===== src/rtl/prism_cfg_pkg.sv =====
// Shared definitions for the PRISM config register front end:
// register offsets, loader word addresses, TinyQV write-size encodings,
// the send FSM state type and a helper that turns a byte offset into a
// register index (address[5:2]).
package prism_cfg_pkg;

    // Register byte offsets inside the 64-byte peripheral window.
    localparam logic [5:0] CFG_LO_OFS = 6'd0;
    localparam logic [5:0] CFG_HI_OFS = 6'd4;
    localparam logic [5:0] STATUS_OFS = 6'd8;
    localparam logic [5:0] CTRL_OFS   = 6'd12;

    // Word addresses presented to the latch loader.
    localparam logic [2:0] LD_ADDR_LO = 3'h0;
    localparam logic [2:0] LD_ADDR_HI = 3'h4;

    // TinyQV data_write_n / data_read_n encodings.
    localparam logic [1:0] WR_BYTE = 2'b00;
    localparam logic [1:0] WR_HALF = 2'b01;
    localparam logic [1:0] WR_WORD = 2'b10;
    localparam logic [1:0] WR_IDLE = 2'b11;
    localparam logic [1:0] RD_IDLE = 2'b11;

    typedef enum logic [1:0] {
        IDLE    = 2'd0,
        SEND_LO = 2'd1,
        SEND_HI = 2'd2,
        BUSY    = 2'd3
    } state_t;

    function automatic logic [3:0] reg_index(input logic [5:0] ofs);
        return ofs[5:2];
    endfunction

endpackage


===== src/rtl/prism_cfg_regif_cfg_word_merge.sv =====
// cfg_word_merge: combinational lane merge of a TinyQV write into a 32-bit
// register value.
//   cur      in  32  current register contents
//   data_in  in  32  CPU write data (byte in [7:0], half in [15:0])
//   size     in  2   data_write_n encoding
//   lane     in  2   address[1:0] of the access
//   merged   out 32  register value after the write
module cfg_word_merge
    import prism_cfg_pkg::*;
(
    input  logic [31:0] cur,
    input  logic [31:0] data_in,
    input  logic [1:0]  size,
    input  logic [1:0]  lane,
    output logic [31:0] merged
);

    // NOTE: every output of an always_comb gets a default first, so no path
    // leaves it unassigned and no latch is inferred.
    always_comb begin
        merged = cur;
        case (size)
            WR_BYTE: merged[{lane, 3'b000} +: 8] = data_in[7:0];
            WR_HALF: merged[{lane[1], 4'b0000} +: 16] = data_in[15:0];
            WR_WORD: merged = data_in;
            default: merged = cur;
        endcase
    end

endmodule


===== src/rtl/prism_cfg_regif.sv =====
// prism_cfg_regif: TinyQV register front end for the PRISM config latch
// array. CPU writes build a 64-bit staging image (CFG_LO/CFG_HI); a commit
// copies it to a send buffer and pushes LO then HI to the loader, then
// waits out the loader's shift time before accepting the next image. One
// commit may be held pending; further commits or staging writes while it
// is held set the sticky overrun flag.
//   clk, rst_n    clock, asynchronous active-low reset
//   address       byte address (register index in [5:2])
//   data_in       CPU write data
//   data_write_n  11 idle, 00 byte, 01 half, 10 word
//   data_read_n   11 idle, anything else reads
//   data_out      registered read data, valid with data_ready
//   data_ready    one-cycle read strobe
//   ld_write_req  loader write strobe (SEND_LO / SEND_HI only)
//   ld_address    loader word address, 0 when idle
//   ld_data       loader word, 0 when idle
//   irq_done      one-cycle pulse when the busy countdown expires
module prism_cfg_regif
    import prism_cfg_pkg::*;
#(
    parameter int DEPTH = 8,
    parameter int WIDTH = 64
) (
    input  logic        clk,
    input  logic        rst_n,
    input  logic [5:0]  address,
    input  logic [31:0] data_in,
    input  logic [1:0]  data_write_n,
    input  logic [1:0]  data_read_n,
    output logic [31:0] data_out,
    output logic        data_ready,
    output logic        ld_write_req,
    output logic [2:0]  ld_address,
    output logic [31:0] ld_data,
    output logic        irq_done
);

    localparam logic [31:0] HI_MASK = 32'hFFFF_FFFF >> (64 - WIDTH);
    localparam int CNT_W = $clog2(2 * DEPTH + 2);
    localparam logic [CNT_W-1:0] BUSY_LOAD = CNT_W'(2 * DEPTH + 1);

    localparam logic [3:0] SEL_LO     = reg_index(CFG_LO_OFS);
    localparam logic [3:0] SEL_HI     = reg_index(CFG_HI_OFS);
    localparam logic [3:0] SEL_STATUS = reg_index(STATUS_OFS);
    localparam logic [3:0] SEL_CTRL   = reg_index(CTRL_OFS);

    state_t             state, state_nxt;
    logic [31:0]        stage_lo, stage_hi;
    logic [31:0]        buf_lo, buf_hi;
    logic [CNT_W-1:0]   busy_cnt;
    logic [7:0]         commit_cnt;
    logic               pending, ovr;

    logic [3:0]  sel;
    logic        wr_any, rd_any, wr_lo, wr_hi, wr_ctrl, ctrl_lane0;
    logic        commit, clr_ovr, expire, not_idle, launch, ovr_set;
    logic [31:0] lo_merged, hi_merged, stage_lo_nxt, stage_hi_nxt;
    logic [31:0] rd_mux;

    assign sel      = address[5:2];
    assign wr_any   = (data_write_n != WR_IDLE);
    assign rd_any   = (data_read_n != RD_IDLE);
    assign wr_lo    = wr_any && (sel == SEL_LO);
    assign wr_hi    = wr_any && (sel == SEL_HI);
    assign wr_ctrl  = wr_any && (sel == SEL_CTRL);
    assign not_idle = (state != IDLE);
    assign expire   = (state == BUSY) && (busy_cnt == '0);

    cfg_word_merge u_merge_lo (
        .cur     (stage_lo),
        .data_in (data_in),
        .size    (data_write_n),
        .lane    (address[1:0]),
        .merged  (lo_merged)
    );

    cfg_word_merge u_merge_hi (
        .cur     (stage_hi),
        .data_in (data_in),
        .size    (data_write_n),
        .lane    (address[1:0]),
        .merged  (hi_merged)
    );

    // Staging is frozen while a commit is pending.
    assign stage_lo_nxt = (wr_lo && !pending) ? lo_merged : stage_lo;
    assign stage_hi_nxt = (wr_hi && !pending) ? (hi_merged & HI_MASK) : stage_hi;

    // CTRL bits live in byte lane 0; only accesses covering that lane act.
    assign ctrl_lane0 = (data_write_n == WR_WORD)
                     || ((data_write_n == WR_HALF) && !address[1])
                     || ((data_write_n == WR_BYTE) && (address[1:0] == 2'b00));

    assign commit  = (wr_hi && (data_write_n == WR_WORD))
                  || (wr_ctrl && ctrl_lane0 && data_in[0]);
    assign clr_ovr = wr_ctrl && ctrl_lane0 && data_in[1];

    // A commit while not idle with one already pending, or any staging write
    // while pending, is an overrun.
    assign ovr_set = (commit && not_idle && pending) || ((wr_lo || wr_hi) && pending);

    // State register.
    // NOTE: sequential state uses non-blocking assignments so every flop
    // samples the pre-edge values of the others.
    always_ff @(posedge clk or negedge rst_n) begin
        if (!rst_n) state <= IDLE;
        else        state <= state_nxt;
    end

    // Next state and loader-side outputs.
    always_comb begin
        state_nxt    = state;
        launch       = 1'b0;
        ld_write_req = 1'b0;
        ld_address   = '0;
        ld_data      = '0;
        irq_done     = 1'b0;
        case (state)
            IDLE: begin
                if (commit) begin
                    launch    = 1'b1;
                    state_nxt = SEND_LO;
                end
            end
            SEND_LO: begin
                ld_write_req = 1'b1;
                ld_address   = LD_ADDR_LO;
                ld_data      = buf_lo;
                state_nxt    = SEND_HI;
            end
            SEND_HI: begin
                ld_write_req = 1'b1;
                ld_address   = LD_ADDR_HI;
                ld_data      = buf_hi;
                state_nxt    = BUSY;
            end
            BUSY: begin
                if (busy_cnt == '0) begin
                    irq_done = 1'b1;
                    // A commit landing on the expiry cycle counts as pending
                    // and is served straight away by the same relaunch.
                    if (pending || commit) begin
                        launch    = 1'b1;
                        state_nxt = SEND_LO;
                    end else begin
                        state_nxt = IDLE;
                    end
                end
            end
            default: state_nxt = IDLE;
        endcase
    end

    // Staging, send buffer, pending/overrun and counters.
    // NOTE: every flop here has an async reset; a reset mid-send discards the
    // image, so nothing may survive it.
    always_ff @(posedge clk or negedge rst_n) begin
        if (!rst_n) begin
            stage_lo   <= '0;
            stage_hi   <= '0;
            buf_lo     <= '0;
            buf_hi     <= '0;
            busy_cnt   <= '0;
            commit_cnt <= '0;
            pending    <= 1'b0;
            ovr        <= 1'b0;
        end else begin
            stage_lo <= stage_lo_nxt;
            stage_hi <= stage_hi_nxt;

            if (launch) begin
                buf_lo <= stage_lo_nxt;
                buf_hi <= stage_hi_nxt;
            end

            if (expire && pending)
                pending <= 1'b0;
            else if (commit && not_idle && !pending && !expire)
                pending <= 1'b1;

            // Setting beats clearing when both happen in one write.
            if (ovr_set)      ovr <= 1'b1;
            else if (clr_ovr) ovr <= 1'b0;

            if (state == SEND_HI) begin
                busy_cnt   <= BUSY_LOAD;
                commit_cnt <= commit_cnt + 8'd1;
            end else if ((state == BUSY) && (busy_cnt != '0)) begin
                busy_cnt <= busy_cnt - 1'b1;
            end
        end
    end

    // Read mux samples pre-write register values.
    always_comb begin
        rd_mux = '0;
        case (sel)
            SEL_LO:     rd_mux = stage_lo;
            SEL_HI:     rd_mux = stage_hi;
            SEL_STATUS: rd_mux = {16'h0, commit_cnt, 5'h0, ovr, pending, not_idle};
            default:    rd_mux = '0;
        endcase
    end

    always_ff @(posedge clk or negedge rst_n) begin
        if (!rst_n) begin
            data_out   <= '0;
            data_ready <= 1'b0;
        end else begin
            data_ready <= rd_any;
            data_out   <= rd_any ? rd_mux : '0;
        end
    end

endmodule

===== config.mk =====
export PLATFORM = sky130hd
export DESIGN_NAME = prism_cfg_regif
export DESIGN_NICKNAME = d
export VERILOG_FILES = /design/src/rtl/prism_cfg_pkg.sv /design/src/rtl/prism_cfg_regif_cfg_word_merge.sv /design/src/rtl/prism_cfg_regif.sv
export SDC_FILE = /design/constraint.sdc
export NUM_CORES = 1
export LEC_CHECK = 0
export ABC_AREA = 1
export BUFFER_PORTS_ARGS = -buffer_cell sky130_fd_sc_hd__buf_4
export CAP_MARGIN = 25
export CORE_ASPECT_RATIO = 1.2
export CORE_MARGIN = 3
export CORE_UTILIZATION = 30
export CTS_CLUSTER_DIAMETER = 60
export CTS_CLUSTER_SIZE = 10
export DETAILED_ROUTE_END_ITERATION = 8
export MAX_ROUTING_LAYER = met4
export PLACE_DENSITY = 0.42
export SLEW_MARGIN = 20
export SYNTH_ARGS = -nofsm -noshare
export SYNTH_HDL_FRONTEND = slang
export SYNTH_HIERARCHICAL = 1
export SYNTH_SLANG_ARGS = --single-unit

===== constraint.sdc =====
create_clock -name clk -period 2.5 [get_ports clk]
set_input_delay 0.25 -clock clk [delete_from_list [all_inputs] [get_ports clk]]
set_output_delay 0.25 -clock clk [all_outputs]
set_load 0.01 [all_outputs]

; ---- Yosys cells after proc, flatten, opt, wreduce, memory -nomap -nowiden
; Cells that the tools add are included.
[totals]
regBits = 178
out_inout_bits = 70
[classes]
shift = 4
add_sub_neg = 4
eq_ne = 12
n_reduce_logical = 40
mux = 29
[ops]
columns = operator, count
row1 = 32-bit case mux with 3 select lines, 3
row2 = 32-bit bitwise mux, 4
row3 = 32-bit two-way mux, 3
row4 = 32-bit case mux with 2 select lines, 1
row5 = 16-bit by 7-bit variable shift with 32-bit output (first input constant), 1
row6 = 8-bit by 7-bit variable shift with 32-bit output (first input constant), 1
row7 = 16-bit by 7-bit indexed part select with 32-bit output, 1
row8 = 8-bit by 7-bit indexed part select with 32-bit output, 1
row9 = 1-bit logical AND, 19
row10 = 5-bit negation with 7-bit output, 2
row11 = 1-bit two-way mux, 11
row12 = 5-bit two-way mux, 2
row13 = 8-bit by 1-bit adder with 8-bit output (second input constant), 1
row14 = 4-bit by 2-bit == test with 1-bit output (second input constant), 2
row15 = 2-bit inequality test (second input constant), 4
row16 = 2-bit case mux with 4 select lines, 1
row17 = 2-bit nonzero test, 4
row18 = 2-bit == test (second input constant), 3
row19 = 2-bit logical NOT, 3
row20 = 1-bit logical OR, 6
row21 = 5-bit logical NOT, 1
row22 = 5-bit nonzero test, 1
row23 = 5-bit by 1-bit subtractor with 5-bit output (second input constant), 1
row24 = 2-bit by 1-bit == test with 1-bit output (second input constant), 2
row25 = 8 further kinds, 11

; ---- Longest topological paths before layout
[depth]
word_depth = 12
ltp_mapped = 15
ltp_nobuf = 13

; ---- Modules after synthesis
; Netlist, hierarchy kept.
[modules_own_cells]
columns = module, n_inst, cells_each, area_each_um2, seq_area_each_um2
row1 = prism_cfg_regif, 1, 952, 7916.3, 4454.3
row2 = cfg_word_merge at u_merge_lo, 1, 396, 1734.2, 0.0
row3 = cfg_word_merge at u_merge_hi, 1, 324, 1348.8, 0.0

; ---- Least setup slack after synthesis
; OpenSTA, ideal clock, no wires.
[synth_timing]
path_type = reg2out
start = reg state[0]
end = out ld_data[0]
t_arrival_ns = 1.631
n_path_buf = 2
stages_incl_launch_ff = 7
slack_ns = 0.619
cell_sequence = dfrtp_1 inv_1 ha_1 clkbuf_1 clkbuf_1 nand2_1 a21oi_1
[synth_between]
elab_chain_len = 2
elab_cells_between_ends = 3
[synth_rtl]
columns = item, line
row1 = start: declaration, prism_cfg_regif.sv:47  ; state_t state, state_nxt;
row2 = start signal: assignment, prism_cfg_regif.sv:107  ; else state <= state_nxt;
row3 = 2-bit == test or 2-bit by 1-bit == test with 1-bit output (tied branches), prism_cfg_regif.sv:118  ; case (state)
row4 = 32-bit case mux with 2 select lines *, prism_cfg_regif.sv:118
row5 = end: declaration, prism_cfg_regif.sv:34  ; output logic [31:0] ld_data,
; Every way passes the cells marked *; elsewhere a longest branch is shown, timed or not.

; ---- Worst setup path in the final report
[layout_timing]
start = reg state[0]
end = out ld_data[18]
; The elaborated chain is that of the path after synthesis.

==> impl_metrics.tcl <==
set metrics [dict create \
    status "finished clean" \
    grt_pass1_wl_um 66700 \
    drtIter0Drc 798 \
    antenna_found_initial 0 \
    tns_ns 0 \
    ir_worst_vdd_mv 0.459 \
    finalHoldViolations 0 \
    gp_congestion 0.912 \
    setup_violations 0 \
    drive_above_1_share 0.140 \
    final_max_slew_viol_count 0 \
    start_util 0.305 \
    fill_cells 3879 \
    routed_wl_um 43300 \
    rows 76 \
    grt-ovfl-total 0 \
    final.setup.worst_slack_ns 0.0889 \
    synth_warnings 6 \
    slew_headroom 0.635 \
    power_w 0.0100 \
    die_h_um 216 \
    fin_util 0.364 \
    synth-edff-count 0 \
    p_leak_nw 7.12 \
    post_drt_wl_per_cell_um 19.1 \
    ant_nets 0 \
    viasPerCell 4.87 \
    port_buffers 111 \
    cts.htree.levels 4 \
    hold_ws_ns 0.238 \
    critPathLaunchType "flop" \
    clock_sinks 178 \
    skew_ns 0.0127 \
    hp-class "in2reg" \
    critPathMaxFanout 21 \
    grt_max_degree 60 \
    crit_arrival_ns 2.16 \
    cts_root_buf "clkbuf_16" \
    dp_hpwl_um 31800 \
    period_needed_ns 2.41 \
    ys_seq_area_frac 0.405 \
    vias 11000 \
    clk_pin_slew_ns 0.08 \
    fp.dieArea_mm2 0.0390 \
    period_share 0.964 \
    clkLatencyLatePin_ns 0.46 \
    cts_max_path_buffers 2 \
    core_mm2 0.0360 \
    cap_violations 0 \
    synth-main-ff-cell "dfrtp_1" \
    postSynthAreaPerCell_um2 6.58 \
    dp_slack_ns 0.368 \
    die_w_um 181 \
    cts_buffers 17 \
    r2r_setup_slack_ns 0.41 \
    netlist_area_mm2 0.0110 \
    rsz0062_at_grt "no" \
    ioPinCount 114 \
    fin_nets 1846 \
    cellPowerDensity_mw_per_mm2 766 \
    synth_cell_types 31 \
    cts_tree "built" \
    grt_pass1_vias 10900 \
    synth-async-reset-ratio 1.00 \
    cp-end-kind "output port" \
    fmax_mhz 415 \
    worst-slew-pin-transition_ns 0.548 \
    syn_inst 1672 \
    grt_util_all_layers 0.229 \
    diodes 0 \
    drcViolationCount 0 \
    synth-seq-cells 178 \
    required_ns 2.25 \
    critical_path_class "reg2out" \
    area_growth_pct 19.2 \
    cts_setup_buffers 0 \
    first_pass_iters 6 \
]
## cell usage after synthesis (4+ instances only)
master,number,share of area
nand2_1,813,0.28
nand3_1,184,0.084
dfrtp_1,178,0.40
inv_1,111,0.038
nor2_1,105,0.036
a21oi_1,64,0.029
buf_2,30,0.014
nand4_1,27,0.015
clkbuf_1,25,0.0085
o21ai_0,20,0.0091
buf_6,17,0.017
inv_2,17,0.0058
ha_1,16,0.018
o211ai_1,9,0.0061
buf_4,7,0.0048
clkinv_1,7,0.0024
nor2_2,7,0.0040
xor2_1,7,0.0056
buf_1,4,0.0014
nand2_2,4,0.0023
nor2_4,4,0.0041
## metal layers
layer,up-vias,share of wire,GRT usage
li1,5438,-,-
met4,0,0.023,0.0742
met5,-,0,-
met3,48,0.034,0.0233
met2,240,0.50,0.382
met1,5308,0.45,0.293
## cell families after synthesis
group,share of synthesized area
adders and majority gates,0.0182
xor gates and xnor gates,0.00557
AOI/OAI and AO/OA,0.0504
buffers and inverters,0.0928
other,0.000341
DFF,0.405
and+or+nand+nor,0.428
## registers in the layout, summed over array words and instances (netlist names), 2 cells and up
name and cells:
buf_hi 32, buf_lo 32, data_out 32, stage_hi 32
stage_lo 32, commit_cnt 8, busy_cnt 5, state 2
## critical path: stages, from the launching register on
cell	delay [ns]
dfrtp_1	0.43
inv_1	0.09
ha_1	0.32
clkinv_1	0.13
buf_12	0.18
a21oi_1	0.32
buf_4	0.20
## placed cells by master (no fill, tap or decap), drive strengths merged
| master | synthesis | final |
|---|---|---|
| nand2 | 820 | 820 |
| nand3 | 184 | 184 |
| dfrtp | 178 | 178 |
| buf | 58 | 176 |
| inv | 129 | 137 |
| nor2 | 116 | 116 |
| a21oi | 65 | 65 |
| nand4 | 27 | 27 |
| o21ai | 24 | 24 |
| clkbuf | 26 | 18 |
| ha | 16 | 16 |
| clkinv | 7 | 11 |
| o211ai | 9 | 9 |
| xor2 | 7 | 7 |
| nor3 | 3 | 3 |
| conb | 1 | 2 |
| or2 | 1 | 1 |
| a211oi | 1 | 1 |
| clkinvlp | 0 | 1 |
| bufinv | 0 | 1 |
| dlygate4sd3 | 0 | 1 |
## where the power goes
group          internal [W]  total, W  switching (W)  leakage [nW]
clock network       0.00142   0.00278        0.00136         0.288
logic               0.00104   0.00345        0.00241          4.40
registers           0.00333   0.00381       0.000481          2.43
total               0.00580    0.0100        0.00425          7.12
## final timing paths
| path | start | to | depth (start not counted) |
|---|---|---|---|
| max | state[0]$_DFFE_PN0P_ | ld_data[18] | 6 |
| min | data_in[1] | ovr$_DFFE_PN0P_ | 4 |
| max reg2reg | state[0]$_DFFE_PN0P_ | buf_hi[20]$_DFFE_PN0P_ | 10 |
| min reg2reg | buf_lo[4]$_DFFE_PN0P_ | buf_lo[4]$_DFFE_PN0P_ | 2 |
| max in group asynchronous | rst_n | stage_lo[8]$_DFF_PN0_ | 3 |
| min in group asynchronous | rst_n | data_out[22]$_DFF_PN0_ | 2 |
## layout make-up
cell class,instances,area (µm²),area share
Timing Repair Buffer,178,1430,0.109
Multi-Input combinational cell,1275,5540,0.422
Clock buffer,17,425,0.0324
Inverter,136,513,0.0391
Clock inverter,14,165,0.0126
Tap cell,468,586,0.0447
Sequential cell,178,4450,0.340
## what timing repair did
| item | in CTS | in global routing |
|---|---|---|
| gates resized for setup | 0 | 2 |
| setup endpoints to repair | 0 | 2 |
| endpoints found under the hold margin | 56 | 0 |
| hold buffers | 1 | 0 |
## stage by stage
step                std cells  area (µm²)
floorplan                1673       11000
CTS                      2266       13100
global route             2266       13100
global placement         2234       12500
detailed placement       2234       12500
finish                   2266       13100
Power figures use the tool's default switching activity.
